### config.mk
export PLATFORM = sky130hd
export DESIGN_NAME = program_memory
export DESIGN_NICKNAME = d
export VERILOG_FILES = /design/src/rtl/mp_isa_pkg.sv /design/src/rtl/prog_ram.sv /design/src/rtl/program_memory.sv
export SDC_FILE = /design/constraint.sdc
export NUM_CORES = 2
export LEC_CHECK = 0
export ABC_AREA = 1
export CORE_UTILIZATION = 59
export DETAILED_ROUTE_END_ITERATION = 6
export GPL_ROUTABILITY_DRIVEN = 1
export PLACE_DENSITY = 0.86
export RECOVER_POWER = 50
export SETUP_SLACK_MARGIN = 0.1
export SLEW_MARGIN = 0
export SYNTH_ARGS = -nofsm -noshare
export SYNTH_HDL_FRONTEND = slang
export SYNTH_SLANG_ARGS = --single-unit
export TNS_END_PERCENT = 30
### constraint.sdc
create_clock -name clock -period 5.01 [get_ports clock]
set_input_delay 1.002 -clock clock [delete_from_list [all_inputs] [get_ports clock]]
set_output_delay 1.002 -clock clock [all_outputs]
set_load 0.01 [all_outputs]
### src/rtl/mp_isa_pkg.sv
// Shared ISA constants and loader state encoding
// for the 8-bit core's program memory.
package mp_isa_pkg;

    localparam logic [1:0] OPC_ADD  = 2'b00;
    localparam logic [1:0] OPC_LW   = 2'b01;
    localparam logic [1:0] OPC_SW   = 2'b10;
    localparam logic [1:0] OPC_BR   = 2'b11;

    // Branch +0: PC advances by one, nothing written
    localparam logic [7:0] NOP_WORD = 8'hC0;

    typedef enum logic {
        ST_LOAD = 1'b0,
        ST_RUN  = 1'b1
    } state_t;

endpackage

### src/rtl/prog_ram.sv
// Program store: DEPTH x 8, one synchronous write port,
// one synchronous read port, contents never reset.
module prog_ram #(
    parameter int DEPTH = 256,
    parameter int AW    = 8
) (
    input  logic          clock,
    input  logic          i_we,
    input  logic [AW-1:0] i_waddr,
    input  logic [7:0]    i_wdata,
    input  logic [AW-1:0] i_raddr,
    output logic [7:0]    o_rdata
);

    logic [7:0] r_mem [DEPTH];
    logic [7:0] r_q;

    // Write the loaded byte and register the fetched word
    always_ff @(posedge clock) begin
        if (i_we) begin
            r_mem[i_waddr] <= i_wdata;
        end
        r_q <= r_mem[i_raddr];
    end

    assign o_rdata = r_q;

endmodule

### src/rtl/program_memory.sv
// Instruction-side responder: byte-stream program loader plus fetch port.
// Optional parity checking of load beats is built when PROG_PARITY_EN is defined.
module program_memory #(
    parameter int          DEPTH    = 256,
    parameter int          ADDR_W   = 8,
    parameter logic [7:0]  NOP_WORD = mp_isa_pkg::NOP_WORD
) (
    input  logic              clock,
    input  logic              reset,
    input  logic [ADDR_W-1:0] fetch_addr,
    output logic [7:0]        instruction,
    input  logic              load_valid,
    input  logic [7:0]        load_data,
    input  logic              load_last,
`ifdef PROG_PARITY_EN
    input  logic              load_parity,
`endif
    output logic              load_ready,
    input  logic              reload,
    output logic              cpu_hold,
    output logic [ADDR_W:0]   prog_len,
    output logic              load_error
);

    import mp_isa_pkg::state_t;
    import mp_isa_pkg::ST_LOAD;
    import mp_isa_pkg::ST_RUN;

    localparam int RAM_AW = $clog2(DEPTH);

    state_t              r_state;
    state_t              w_next;
    logic [ADDR_W-1:0]   r_wptr;
    logic [ADDR_W:0]     r_len;
    logic                r_hold;
    logic                r_rd_ok;
    logic                w_err;
    logic                w_ready;
    logic                w_accept;
    logic                w_par_bad;
    logic                w_full;
    logic                w_fetch_ok;
    logic [7:0]          w_rdata;

`ifdef PROG_PARITY_EN
    logic                r_err;

    assign w_par_bad = ^{load_data, load_parity};
    assign w_err     = r_err;

    // Sticky parity error, cleared by reset or reload
    always_ff @(posedge clock) begin
        if (reset || reload) begin
            r_err <= 1'b0;
        end else if (w_accept && w_par_bad) begin
            r_err <= 1'b1;
        end
    end
`else
    assign w_par_bad = 1'b0;
    assign w_err     = 1'b0;
`endif

    assign w_full = (r_wptr == ADDR_W'(DEPTH - 1));

    // State register
    always_ff @(posedge clock) begin
        if (reset) begin
            r_state <= ST_LOAD;
        end else begin
            r_state <= w_next;
        end
    end

    // Next state: finish on last beat, full store, or bare load_last
    always_comb begin
        w_next = r_state;
        unique case (r_state)
            ST_LOAD: begin
                if (reload) begin
                    w_next = ST_LOAD;
                end else if (w_accept && !w_par_bad &&
                             (load_last || w_full)) begin
                    w_next = ST_RUN;
                end else if (!load_valid && load_last && !w_err) begin
                    w_next = ST_RUN;
                end
            end
            ST_RUN: begin
                if (reload) begin
                    w_next = ST_LOAD;
                end
            end
            default: w_next = ST_LOAD;
        endcase
    end

    // Loader handshake; reload outranks any beat
    always_comb begin
        w_ready  = (r_state == ST_LOAD) && !w_err;
        w_accept = load_valid && w_ready && !reload;
    end

    // Write pointer and loaded-length counters
    always_ff @(posedge clock) begin
        if (reset || reload) begin
            r_wptr <= '0;
            r_len  <= '0;
        end else if (w_accept) begin
            r_wptr <= r_wptr + 1'b1;
            r_len  <= r_len + 1'b1;
        end
    end

    // Core hold follows the state being entered
    always_ff @(posedge clock) begin
        if (reset) begin
            r_hold <= 1'b1;
        end else begin
            r_hold <= (w_next == ST_LOAD);
        end
    end

    // Old prog_len decides validity, so a word being written reads as NOP
    assign w_fetch_ok = ({1'b0, fetch_addr} < r_len) &&
                        ({1'b0, fetch_addr} < (ADDR_W+1)'(DEPTH));

    // Register the fetch-valid flag alongside the RAM read
    always_ff @(posedge clock) begin
        if (reset) begin
            r_rd_ok <= 1'b0;
        end else begin
            r_rd_ok <= w_fetch_ok;
        end
    end

    prog_ram #(
        .DEPTH (DEPTH),
        .AW    (RAM_AW)
    ) u_ram (
        .clock   (clock),
        .i_we    (w_accept),
        .i_waddr (r_wptr[RAM_AW-1:0]),
        .i_wdata (load_data),
        .i_raddr (fetch_addr[RAM_AW-1:0]),
        .o_rdata (w_rdata)
    );

    assign instruction = r_rd_ok ? w_rdata : NOP_WORD;
    assign load_ready  = w_ready;
    assign cpu_hold    = r_hold;
    assign prog_len    = r_len;
    assign load_error  = w_err;

endmodule

Word-level counts from Yosys, hierarchy flattened
Memories as Yosys holds them, arrays and structs flattened. A register that Yosys moved wholly into a read port is not among the register bits.
Cells that the tools add are included.
Word-level totals
  bits in latches: 0
  ROM bits: 0
  input port bits: 21
  memories kept: 1
  register bits: 20
  bits in writable memories: 2048
Memories
  u_ram.r_mem: words 256, width 8, rd ports 1, clocked after Yosys merged registers in 1, write ports 1, line prog_ram.sv:15  | logic [7:0] r_mem [DEPTH];
Cells by class
  bitwise logic cells: 2
  shift-type cells: 0
  mux-type cells: 8
  multiply operators: 0
  eq/ne operators: 1
  divide/modulo/power cells: 0
  reduce and logical (&&, ||, !) cells: 8
  $lt $le $gt $ge: 1
  add/sub/neg operators: 2
Operators by type and width (number)
  adder 9 x 1 -> 9 bit, second input constant: 1
  < comparator 8 x 9 -> 1 bit: 1
  adder 8 x 1 -> 8 bit, second input constant: 1
  == test 8 bit, second input constant: 1
  two-way mux 8 bit: 1
  two-way mux 1 bit: 6
  logical AND 1 bit: 4
  zero test 1 bit: 2
  logical OR 1 bit: 2
  NOT 1 bit: 2
  case mux 1 bit (2 select lines): 1

Logic depth before layout (Yosys ltp)
  word-level depth: 8
  gate-level depth with buffers: 15

Modules after synthesis
From an unflattened synthesis, not the netlist that was laid out.
Unflattened totals
  cell total of the unflattened synthesis: 7199
  area, all modules: 84632.4 um^2
By module, submodules not included
  prog_ram: area each 83396.2 um^2, instances 1, cells each 7003
  program_memory: area each 1236.2 um^2, instances 1, cells each 196

Least setup slack after synthesis
Ideal clock, no wire load.
  path kind: in2reg
  from: in load_valid
  to: mem u_ram.r_mem[63][0], enable pin
  setup time: 0.383 ns
  slack: 2.262 ns
  stages: 10
  required time: 4.627 ns
  path buffers: 0
  arrival: 2.365 ns
  cell sequence: inv_1 -> nor2_2 -> nand2_2 -> inv_2 -> nand2_1 -> nor2_1 -> inv_1 -> nor2_2 -> inv_1 -> nor3_1
On the way
  longest elaborated chain between the ends: 4
RTL lines
  from (decl): line program_memory.sv:12  | input logic load_valid,
  logical AND 1 bit (2 in a row): line program_memory.sv:101  | w_accept = load_valid && w_ready && !reload;
  two-way mux 1 bit: line prog_ram.sv:20  | if (i_we) begin
  two-way mux 1 bit (implied by the code): line prog_ram.sv:21  | r_mem[i_waddr] <= i_wdata;
  to (decl): line prog_ram.sv:15
No other way between the ends.

Final worst setup path
  from: in load_data[3]
  to: mem u_ram.r_mem[40][3], data pin
RTL lines
  from (decl): line program_memory.sv:13  | input logic [7:0] load_data,
No word-level cell before the write port.

==> impl_results.md <==
- Endpoint class of the critical path: flip-flop
- Starting density of the core: 59.5%
- CP delay by family, top: buffers and inverters
- Max Slew Vio Count: 1167
- Hold path startpoint: prog_len[8]
- Final TNS setup: 0 ns
- Vias in the first global route: 56700
- Multiplexer fraction of the synthesized cell area: 0%
- Number of antenna-violating nets in the routed design: 0
- Result of the run: finished, violations left
- Via count of the routed design: 59000
- Total track usage: 30.7%
- Final clock period utilization by the worst path: 86.3%
- Total number of placement rows: 138
- P_leak: 31.7 nW
- Worst path max stage delay: 2.07 ns
- Post-synthesis cell area: 84400 µm²
- Flip-flop and latch count after synthesis: 2076
- Number of synthesis warnings: 0
- Area taken by multi-input logic gates: 19600 µm²
- Dominant cells by area after synthesis: sky130_fd_sc_hd__edfxtp_1, sky130_fd_sc_hd__nand3_1, sky130_fd_sc_hd__nand2_1, sky130_fd_sc_hd__buf_2, sky130_fd_sc_hd__nor2_1
- TritonCTS Sinks: 2076
- Signal arrival time at the worst endpoint: 4.69 ns
- Stages on the worst setup path: 2
- Adder and majority cell fraction of the synthesized area: 0.178%
- Number of cell instances on the worst register-to-register path: 8
- Via count normalized by instance count: 6.53
- Synth-to-Final Area Change: 9.00%
- R2r setup slk: 1.36 ns
- RSZ-0062 raised after global routing: false
- Share of cells above drive strength 1: 5.50%
- Maximum fanout encountered on the critical timing path: 107
- Clock root buffer: sky130_fd_sc_hd__clkbuf_16
- Number of violations of the max-capacitance limit: 15
- Net count of the finished layout: 7022
- Power per unit of standard cell area: 386 nW/µm²
- XOR/XNOR share of the synthesized area: 0%
- Post-synthesis share of cell area spent on and, or, nand and nor gates: 22.9%
- Maximum level of the CTS H-tree: 4
- Highest clock frequency the design can meet: 231 MHz
- Number of I/O pins: 41
- Count of fill cells added during filler insertion: 9260
- Endpoint of the worst register-to-register path: u_ram.r_mem[3][7]
- Final HPWL from detailed placement: 125000 µm
- Violation count after the first detailed-routing iteration: 11100
- Compound-Gate Fraction of Synth Area: 0.245%
- Transition time of the tightest slew-check pin: 3.54 ns
- Number of buffers inserted by post-CTS setup repair: 0
- Post-synthesis cell type with the largest combined area: sky130_fd_sc_hd__edfxtp_1
- Data required time of the critical path: 5.38 ns
- Clock-pin slew reported for the worst setup and hold paths after clock tree synthesis: 0.06 ns
- Max transition margin: -136%
- Routed WL: 226000 µm
- Largest voltage drop on the vdd net: 0.000398 V
- Hold Path Stages: 2
- CP startpoint kind: input port
- Worst hold path type: flip-flop to flip-flop
- Remaining global-route overflow: 0
- Classification of the worst setup path: input port to flip-flop
- Fraction of the core area covered by cells at the end of the flow: 64.9%
- Violations in the final reports: DRC, capacitance limit, slew limit
- Minimum clock period: 4.32 ns
- Average wire per cell in the routed design: 25.0 µm
- Core Region: 142000 µm²
- Sequence of cells on the critical path: clkbuf_2 > clkbuf_1
- Worst Hold Path EP: prog_len[8]
- Top-area cell type share of the netlist area: 72.9%
- Cells after Synth: 7135
- Number of search-and-repair iterations in the first detailed-routing pass: 7
- Dominant combinational cell family by area after synthesis: simple AND/OR/NAND/NOR gates
- Routability-driven placement congestion ratio: 0.985
- Die Height: 380 µm
- Number of buffers on the longest clock path: 3
- Synthesized Nets: 7168
- Sequential area share after synthesis: 73.6%
- Final Hold Fails: 0
- Post-cts gate resize count: 0
- Average instance area after synthesis: 11.8 µm²
- Largest net degree at the start of global routing: 235
- Insertion delay to the later sink of the worst-skew pair: 0.85 ns
- Number of remaining DRC errors: 2
- Final Setup Violations: 0
- Die ar.: 145000 µm²
- CTS Hold Buffers Added: 0
- Wire length of the first global-routing pass: 336000 µm
- Combined flip-flop and latch cell area: 62100 µm²
- Antenna violations before repair: 1
- Clock tree from TritonCTS: done
- Die W: 380 µm
- Distinct cell type count after synthesis: 27
- Clock buffers created by TritonCTS: 192
- Number of I/O port buffers: 39
- Clock skew after layout: 0.0377 ns
- Worst reg2reg startpoint: r_state
- Buf+Inv Stages, Crit Path: 2
- Crit path max-delay cell type: sky130_fd_sc_hd__clkbuf_2
## stage by stage
| stage | area, µm² | instances | hold WS (ns) | worst slack [ns] | power [mW] |
|---|---|---|---|---|---|
| final | 92000 | 9042 | 0.509 | 0.687 | 35.5 |
| after global routing | 92000 | 9038 | 0.541 | 0.764 | 36.2 |
| after CTS | 92100 | 9038 | 0.506 | 1.58 | 35.4 |
| after detailed placement | 86000 | 8685 | 0.493 | 0.697 | 21.4 |
| after global placement | 86000 | 8685 | 0.477 | 0.762 | 21.4 |
| after floorplan | 84400 | 7135 | 0.478 | 2.26 | 20.6 |
## Yosys cell counts
master	number
sky130_fd_sc_hd__a31oi_1	1
sky130_fd_sc_hd__inv_2	3
sky130_fd_sc_hd__buf_2	276
sky130_fd_sc_hd__buf_1	32
sky130_fd_sc_hd__nor3_1	4
sky130_fd_sc_hd__edfxtp_1	2048
sky130_fd_sc_hd__o21ai_0	14
sky130_fd_sc_hd__buf_6	6
sky130_fd_sc_hd__clkbuf_1	117
sky130_fd_sc_hd__conb_1	1
sky130_fd_sc_hd__nor4_1	2
sky130_fd_sc_hd__nand3_1	2023
sky130_fd_sc_hd__a2111oi_0	1
sky130_fd_sc_hd__o221a_2	1
sky130_fd_sc_hd__a21o_1	1
sky130_fd_sc_hd__nor2_2	3
sky130_fd_sc_hd__a21oi_1	19
sky130_fd_sc_hd__inv_6	1
sky130_fd_sc_hd__nor3b_1	1
sky130_fd_sc_hd__buf_4	55
sky130_fd_sc_hd__nor2_1	280
sky130_fd_sc_hd__ha_1	12
sky130_fd_sc_hd__dfxtp_1	28
sky130_fd_sc_hd__nand2_1	2142
sky130_fd_sc_hd__o21a_1	1
sky130_fd_sc_hd__nand2_2	1
sky130_fd_sc_hd__inv_1	62
## cells in the final DEF (no fill, tap or decap), types with 2 or more instances in the layout
cell	n
sky130_fd_sc_hd__a21oi_1	19
sky130_fd_sc_hd__buf_12	32
sky130_fd_sc_hd__buf_2	2
sky130_fd_sc_hd__buf_4	62
sky130_fd_sc_hd__buf_8	3
sky130_fd_sc_hd__bufinv_16	15
sky130_fd_sc_hd__clkbuf_1	46
sky130_fd_sc_hd__clkbuf_16	197
sky130_fd_sc_hd__clkbuf_2	13
sky130_fd_sc_hd__clkbuf_8	4
sky130_fd_sc_hd__clkdlybuf4s50_1	24
sky130_fd_sc_hd__clkinv_1	44
sky130_fd_sc_hd__clkinv_2	39
sky130_fd_sc_hd__clkinv_8	2
sky130_fd_sc_hd__clkinvlp_4	9
sky130_fd_sc_hd__dfxtp_1	28
sky130_fd_sc_hd__diode_2	4
sky130_fd_sc_hd__edfxtp_1	2048
sky130_fd_sc_hd__ha_1	12
sky130_fd_sc_hd__inv_1	61
sky130_fd_sc_hd__inv_6	5
sky130_fd_sc_hd__inv_8	2
sky130_fd_sc_hd__nand2_1	2143
sky130_fd_sc_hd__nand3_1	2023
sky130_fd_sc_hd__nor2_1	281
sky130_fd_sc_hd__nor2_2	2
sky130_fd_sc_hd__nor3_1	3
sky130_fd_sc_hd__nor4_1	2
sky130_fd_sc_hd__o21ai_0	14
## worst max-delay path by stage
stage,start,slack [ns],to
CTS,load_valid,1.58,u_ram.r_mem[3][7]
finish,load_data[3],0.69,u_ram.r_mem[40][3]
global route,load_data[3],0.76,u_ram.r_mem[73][3]
global placement,load_valid,0.76,u_ram.r_mem[67][0]
floorplan,load_valid,2.26,u_ram.r_mem[63][0]
detailed placement,load_valid,0.70,u_ram.r_mem[3][1]
## worst register-to-register path: cells and delay by family (launching register included)
kind / cells / cell delay [ns]
simple gates: 5 / 1.73
buf+inv: 3 / 1.20
flops: 1 / 0.34
## sequential cells by signal, indices dropped and copies added, names as in the netlist
signal / cells
r_state: 1
r_wptr: 8
prog_len: 9
u_ram.o_rdata: 8
cpu_hold: 1
r_rd_ok: 1
u_ram.r_mem: 2048
## logic make-up after synthesis
kind of cell | Yosys count
and+or+nand+nor | 4456
other | 1
adders and majority gates | 12
AOI/OAI and AO/OA | 38
DFF | 2076
buffers and inverters | 552
## layout make-up
cell class                 count  area share (%)
timing repair buffer         146            1.64
multi-input combinational   4507            21.4
antenna                        4          0.0109
inverter                      66           0.317
clock buffer                 238            5.57
sequential                  2076            67.5
tap                         1890            2.57
clock inverter               115            1.05
## layer usage
metal | GRT usage, % | vias up | wire, µm
met3 | 7.78 | 1025 | 31400
met2 | 48.6 | 5231 | 106000
met1 | 38.8 | 27800 | 74700
met5 | 0 | - | 0
met4 | 17.4 | 0 | 13800
li1 | - | 25000 | -
## power breakdown
group | switching, mW | total [mW] | internal [mW]
clock network | 6.29 | 14.3 | 8.01
registers | 0.00960 | 19.1 | 19.1
logic | 1.59 | 2.07 | 0.482
total | 7.89 | 35.5 | 27.6
(Power assumes the default switching activity.)
